[src/rtl/down_count_timer.sv]
// down_count_timer: loadable down counter with one-shot and periodic terminal-count tick
module down_count_timer #(
  parameter int WIDTH = 4
) (
  input  logic             clk,
  input  logic             reset,
  input  logic             en,
  input  logic             load,
  input  logic [WIDTH-1:0] load_val,
  input  logic             mode,
  output logic [WIDTH-1:0] q,
  output logic             tc,
  output logic             busy
);
  typedef enum logic {IDLE, RUN} state_t;
  state_t           state_q, state_d;
  logic [WIDTH-1:0] cnt_q, cnt_d, rld_q, rld_d;
  logic             tc_q, tc_d;
  // next state: load beats count; at q==1 mode picks stop-at-zero or reload
  always_comb begin
    state_d = state_q;
    cnt_d   = cnt_q;
    rld_d   = rld_q;
    tc_d    = 1'b0;
    if (load) begin
      cnt_d   = load_val;
      rld_d   = load_val;
      state_d = (load_val != '0) ? RUN : IDLE;
    end else if (en && state_q == RUN) begin
      if (cnt_q > WIDTH'(1)) begin
        cnt_d = cnt_q - WIDTH'(1);
      end else begin
        tc_d    = 1'b1;
        cnt_d   = mode ? rld_q : '0;
        state_d = mode ? RUN : IDLE;
      end
    end
  end
  // state registers update on the falling edge, cleared at once by reset
  always_ff @(negedge clk or posedge reset) begin
    if (reset) begin
      state_q <= IDLE;
      cnt_q   <= '0;
      rld_q   <= '0;
      tc_q    <= 1'b0;
    end else begin
      state_q <= state_d;
      cnt_q   <= cnt_d;
      rld_q   <= rld_d;
      tc_q    <= tc_d;
    end
  end
  assign q    = cnt_q;
  assign tc   = tc_q;
  assign busy = (state_q == RUN);
endmodule

[config.mk]
export PLATFORM = sky130hd
export DESIGN_NAME = down_count_timer
export DESIGN_NICKNAME = d
export VERILOG_FILES = /design/src/rtl/down_count_timer.sv
export SDC_FILE = /design/constraint.sdc
export NUM_CORES = 1
export LEC_CHECK = 0
export ABC_CLOCK_PERIOD_IN_PS = 1300
export BUFFER_PORTS_ARGS = -buffer_cell sky130_fd_sc_hd__buf_2
export CORE_MARGIN = 2
export CORE_UTILIZATION = 44
export DETAILED_ROUTE_END_ITERATION = 7
export HOLD_SLACK_MARGIN = 0.03
export MAX_ROUTING_LAYER = met4
export PLACE_DENSITY_LB_ADDON = 0.08
export SYNTH_ARGS = -nofsm -noshare
export SYNTH_HDL_FRONTEND = slang
export SYNTH_SLANG_ARGS = --single-unit
[constraint.sdc]
create_clock -name clk -period 1.3 [get_ports clk]
set_input_delay 0.13 -clock clk [delete_from_list [all_inputs] [get_ports clk]]
set_output_delay 0.13 -clock clk [all_outputs]
set_load 0.1 [all_outputs]
== Word-level counts from Yosys, hierarchy flattened ==
Cells that the tools add are included.
Operators by class
  eq/ne operators: 1
  order comparisons: 1
  shift-type cells: 0
  mux-type cells: 12
  bitwise operators: 0
  div/mod/pow operators: 0
  reduce and logical (&&, ||, !) cells: 4
  add/subtract/negate cells: 1
  $mul: 0
Operator list (number)
  $mux 4: 4
  $mux 1: 8
  $gt 4x1->1 const B: 1
  $reduce_bool 4->1: 1
  $sub 4x1->4 const B: 1
  $ne 2x2->1 const B: 1
  $reduce_and 2->1: 1
  $reduce_bool 2->1: 1
  $logic_and 1x1->1: 1
Word-level totals
  logic and storage cells: 23
  RAM bits: 0
  memory bits (read-only): 0
  memories: 0
  input port bits: 9
  output and inout bits: 6
  register bits after elaboration: 10
  latch bits: 0

== Longest topological paths before layout ==
Gate-level depths: netlist of run 1.
  depth after elaboration: 4
  mapped depth: 6
  gate-level depth less buffers: 6

==> results.ini, run 1 <==
[clock_tree]
clk_latency_ns=0.27
cts-root-buf=clkbuf_4
cts.hold.buffers_added=0
cts_buffer_depth=2
cts_tree=built
htreeDepth=1
cts_buffers=3
cts.sinks=10
clk_pin_slew_worst_paths_ns=0.05

[drt]
firstDrtPassIters=3
drt_iter0_drc=8
drt-total-wl_mm=1.43
routedWlPerCell_um=13.8
vias_per_cell=5.26
routed-via-count=547
drcViolationCount=0
ant_nets=0

[critical_path]
cp.arrival_ns=1.58
worstPathCellList=buf_12
worst_setup_path_end_kind=primary output
worstPathBufferInverterCount=1
crit_required_ns=1.17
path_class=reg -> out
slowest_delay_ns=0.46
crit_path_start_kind=register
crit_slowest_cell=dfrtn_1
critical-path-top-delay-family=flip-flops
worst-path-max-fanout=2

[cells_and_area]
fin_cells=104
multi_input_area_sq_um=350
area_growth_pct=59.4
drive_gt1_share_pct=50.6
layout.nets=102
fillerInstances=97
insertedDiodeCount=0
final_area_sq_um=937
regArea_sq_um=250

[logic_synthesis]
synth_cells=58
synth_edf_count=0
yosysSeqAreaShare_pct=42.6
synthTopCellsByCount=10 x dfrtn_1, 5 x a21oi_1, 4 x inv_1, 4 x nand2_1
ys_ff_latch=10
synthArstFlopShare_pct=100
syn_area_sq_um=588
synth_top_area_cell=dfrtn_1
synth_cell_types=26
synth_top_cell_area_share_pct=42.6
ys.flop_type=dfrtn_1
yosys-top-cells-area=dfrtn_1 43%, mux2_2 5.7%, a21oi_1 4.3%
syn-num-nets=69
synth.most_common_cell=dfrtn_1
yosys_warnings=0
syn_avg_cell_area_sq_um=10.1

[die]
fp.dieH_um=40.6
rows=13
start_util_pct=46.4
coreArea_sq_um=1270
dieArea_sq_um=1650
io_pins=15
die_w_um=40.6

[timing]
finClkSkew_ns=0.00230
rsz0062_at_grt=yes
drv_slew=0
relSlewSlack_pct=72.8
final_hold_viol_count=0
tightest_slew_ns=0.407
layout_setup_ws_ns=-0.407
setup_violations=12

[power]
ir_drop_v=0.000887
p_switching_uw=467
p_leak_uw=0.000433
p_sw_share_pct=39.8
powerDensity_nw_per_um2=1250
comb_power_share_pct=48.9
pwr-share-seq_pct=32.5
p_clk_share_pct=18.6
p_int_uw=705

[placement]
placed_cell_area_sq_um=858
dp_slack_ns=-0.374
gp_congestion=0.769
dp_hpwl_mm=1.03
dp.cells=98
io_buffers=14

[grt]
overflow=0
grt_max_degree=17
grt_pass1_vias=535
grt_pass1_wl_mm=2.37
antenna_found_initial=0
grt_usage_pct=24.3

[run_status]
status=finished, violations left
violations=negative setup slack

[run]
maxCapViolations=0

[hold_path]
hold_path.class=in -> async

## cells in the final DEF (no fill, tap or decap), drive strengths merged, types with 2 or more instances in the layout
cell    netlist  final
a211oi        2      2
a21oi         5      5
buf           2     30
clkbuf        0      3
dfrtn        10     10
ha            2      2
inv           4      4
mux2          3      3
mux2i         2      2
nand2         4      4
nand4b        2      2
nor2          3      3
nor2b         3      3
nor3          4      4
o21ai         2      2
## timing repair
action                     CTS  global route
buffers inserted             2             1
resized for setup            3             4
pin swaps                    0             0
setup endpoints to repair   12            12
gates cloned                 0             0
## cell families after synthesis
| family | Yosys count | share of synthesized area (%) |
|---|---|---|
| multiplexers | 5 | 9.15 |
| buffers and inverters | 6 | 6.38 |
| adder cells (fa/ha/maj) | 2 | 4.25 |
| flip-flops | 10 | 42.6 |
| XOR/XNOR | 1 | 1.49 |
| AO/OA/AOI/OAI | 13 | 14.7 |
| AND/OR/NAND/NOR | 21 | 21.5 |
## metrics by stage
stage	hold slack (ns)	total power (uW)	TNS [ns]	utilization, %
3_5_place_dp	0.457	904	-3.23	67.7
3_3_place_gp	0.456	899	-3.17	67.7
4_1_cts	0.383	1150	-3.52	71.7
6_report	0.366	1170	-3.23	73.9
5_1_grt	0.405	1230	-3.93	73.9
2_1_floorplan	0.442	690	-7.62	-
## metal layers
layer | up-vias | part of all wire [%] | GRT usage (%)
met5 | - | 0 | -
met4 | 0 | 3.4 | 17.5
met3 | 5 | 3.4 | 5.00
met2 | 16 | 47 | 35.7
met1 | 253 | 46 | 29.0
li1 | 273 | - | -
## power groups by stage
stage / logic, uW / clock network, uW / registers [uW]
floorplan: 134 / 0 / 556
global placement: 510 / 0 / 389
detailed placement: 514 / 0 / 391
CTS: 546 / 222 / 382
global route: 610 / 232 / 385
finish: 573 / 218 / 381
## state kept, by name, indices dropped and copies added, names as in the netlist
register,count
busy,1
q,4
rld_q,4
tc,1
## area by class of cell
cell class,count,area share [%]
tap,15,2.00
clock buffer,3,2.40
multi-input combinational,42,37.4
timing repair buffer,30,29.9
sequential,10,26.7
inverter,4,1.60
## worst reg2reg max path, delay by kind of cell (launching register included)
family                     cells  cell delay (ns)
buffers and inverters          1             0.17
AOI/OAI and AO/OA              2             0.47
and+or+nand+nor                2             0.13
adders and majority gates      1             0.16
DFF                            1             0.46
## final timing paths
check	start	to	slack, ns	cells after the start
max	q[0]	q[0]	-0.41	1
min	reset	rld_q[1]	0.37	2
max reg2reg	q[0]	busy	-0.25	6
min reg2reg	rld_q[3]	rld_q[3]	0.46	1
max in group asynchronous	reset	busy	0.62	2
min in group clk	rld_q[3]	rld_q[3]	0.46	1
No activity file was read; power rests on OpenSTA's default activity.
==> inputs of run 2 (changes only) <==
--- a/config.mk
+++ b/config.mk
@@ -5,11 +5,11 @@
 export SDC_FILE = /design/constraint.sdc
 export NUM_CORES = 1
 export LEC_CHECK = 0
-export ABC_CLOCK_PERIOD_IN_PS = 1300
+export ABC_CLOCK_PERIOD_IN_PS = 2200
 export BUFFER_PORTS_ARGS = -buffer_cell sky130_fd_sc_hd__buf_2
-export CORE_MARGIN = 2
-export CORE_UTILIZATION = 44
+export CORE_AREA = 2 2 39 41
 export DETAILED_ROUTE_END_ITERATION = 7
+export DIE_AREA = 0 0 41 43
 export HOLD_SLACK_MARGIN = 0.03
 export MAX_ROUTING_LAYER = met4
 export PLACE_DENSITY_LB_ADDON = 0.08
==> constraint.sdc (replaced) <==
create_clock -name clk -period 2.2 [get_ports clk]
set_input_delay 0.22 -clock clk [delete_from_list [all_inputs] [get_ports clk]]
set_output_delay 0.22 -clock clk [all_outputs]
set_load 0.1 [all_outputs]
==> run 2 against run 1 <==
The flow still finishes with violations (negative setup slack); combinational power down 50%; register-to-register slack better by 0.80 ns; wire length down 13%; sequential share of layout area up 4.1 points; clock power down 43%; cell count down 8.7%.
==> results.ini, run 2 (same netlist as run 1, synthesis figures left out) <==
[die]
start_util_pct=42.5  ; -3.9 points
dieArea_sq_um=1760  ; +7.2%
io_pins=15  ; unchanged
rows=14  ; +1
coreArea_sq_um=1380  ; +9.1%
die_w_um=41  ; +1.1%
fp.dieH_um=43  ; +6.0%

[drt]
routedWlPerCell_um=13.1  ; -4.6%
routed-via-count=506  ; -7.5%
vias_per_cell=5.33  ; +1.3%
firstDrtPassIters=4  ; +1
ant_nets=0  ; unchanged
drt-total-wl_mm=1.25  ; -13%
drt_iter0_drc=3  ; -5
drcViolationCount=0  ; unchanged

[timing]
layout_setup_ws_ns=-0.0498  ; +0.358 ns
setup_violations=6  ; -6
final_hold_viol_count=0  ; unchanged
finClkSkew_ns=0.00552  ; +0.00322 ns
tightest_slew_ns=0.408  ; +0.00112 ns
rsz0062_at_grt=yes
setup_tns_ns=-0.160  ; +3.07 ns
drv_slew=0  ; unchanged
relSlewSlack_pct=72.7  ; -0.19 points

[critical_path]
worstPathBufferInverterCount=1  ; unchanged
crit_end=busy
path_class=reg -> out
critical-path-top-delay-family=flip-flops
worst-path-max-fanout=2  ; unchanged
crit_path_start_kind=register
crit_required_ns=1.98  ; +0.81 ns
regToRegStartpoint=q[1]
slowest_delay_ns=0.46  ; about the same
cp_num_cells=1  ; unchanged
cp.arrival_ns=2.03  ; +0.45 ns
worst_setup_path_end_kind=primary output
crit_start=busy
r2r_end=q[0]
ff2ff_path_depth=7  ; +1
r2r_slack_ns=0.55  ; +0.80 ns
crit_slowest_cell=dfrtn_1
worstPathCellList=buf_12

[clock_tree]
htreeDepth=1  ; unchanged
cts-root-buf=clkbuf_4
clk_pin_slew_worst_paths_ns=0.05  ; about the same
cts.sinks=10  ; unchanged
cts_buffer_depth=2  ; unchanged
cts_tree=built
cts.hold.buffers_added=0  ; unchanged
cts_buffers=3  ; unchanged
clk_latency_ns=0.27  ; about the same

[cells_and_area]
insertedDiodeCount=0  ; unchanged
drive_gt1_share_pct=38.0  ; -13 points
fin_util_pct=58.8  ; -15 points
area_growth_pct=38.3
layout.nets=92  ; -9.8%
fillerInstances=129  ; +33%
most-common-layout-cells=10 x dfrtn_1, 8 x buf_2, 6 x buf_12, 6 x buf_4, 5 x a21oi_1
final_common_cell=dfrtn_1

[grt]
antenna_found_initial=0  ; unchanged
grt_max_degree=19  ; +2
grt_pass1_wl_mm=2.32  ; -2.3%
grt_usage_pct=20.6  ; -3.7 points
overflow=0  ; unchanged
grt_pass1_vias=517  ; -3.4%

[run_status]
violations=negative setup slack
status=finished, violations left

[power]
ir_drop_v=0.000453  ; -49%
power_uw=633  ; -46%
p_leak_uw=0.000369  ; -15%
powerDensity_nw_per_um2=778  ; -38%

[hold_path]
hold_path.class=reg -> reg

[placement]
dp_hpwl_um=914  ; -12%
io_buffers=14  ; unchanged
gp_congestion=0.794  ; +3.2%

[run]
maxCapViolations=0  ; unchanged

[run 2: power by group]
group          internal (uW)  switching [uW]
logic                    112             173
clock network           63.1            60.9
registers                207            17.4
[run 2: how the worst min path moves through the flow]
stage | endpoint | depth (start not counted) | from
detailed placement | rld_q[3] | 1 | rld_q[3]
CTS | rld_q[3] | 1 | rld_q[3]
finish | rld_q[3] | 1 | rld_q[3]
global route | rld_q[3] | 1 | rld_q[3]
floorplan | rld_q[1] | 1 | rld_q[1]
global placement | rld_q[3] | 1 | rld_q[3]
[run 2: cell type report]
| class | count | area [sq um] | share of cell area (%) |
|---|---|---|---|
| multi-input cells | 42 | 300 | 36.9 |
| inverters | 4 | 15.0 | 1.85 |
| repair buffers | 20 | 205 | 25.2 |
| well taps | 16 | 20.0 | 2.46 |
| clock buffers | 3 | 22.5 | 2.77 |
| flip-flops and latches | 10 | 250 | 30.8 |
[run 2: layer usage]
| metal | track usage (%) | up-vias | wire (um) |
|---|---|---|---|
| met5 | - | - | 0 |
| met1 | 29.7 | 242 | 579 |
| met3 | 4.71 | 2 | 48 |
| met2 | 26.6 | 13 | 604 |
| met4 | 10.0 | 0 | 15 |
| li1 | - | 249 | - |
[run 2: timing repair]
item,4_1_cts,5_1_grt
resized for setup,0,0
setup buffers,2,0
endpoints found under the setup margin,6,6
[run 2: stage by stage]
step           setup slack (ns)  area (sq um)  std cells  hold WS, ns
2_1_floorplan            -0.183           588         58        0.441
3_3_place_gp           -0.00779           776         90        0.452
3_5_place_dp            -0.0261           776         90        0.457
4_1_cts                 -0.0610           813         95        0.457
5_1_grt                 -0.0717           813         95        0.469
6_report                -0.0498           813         95        0.458
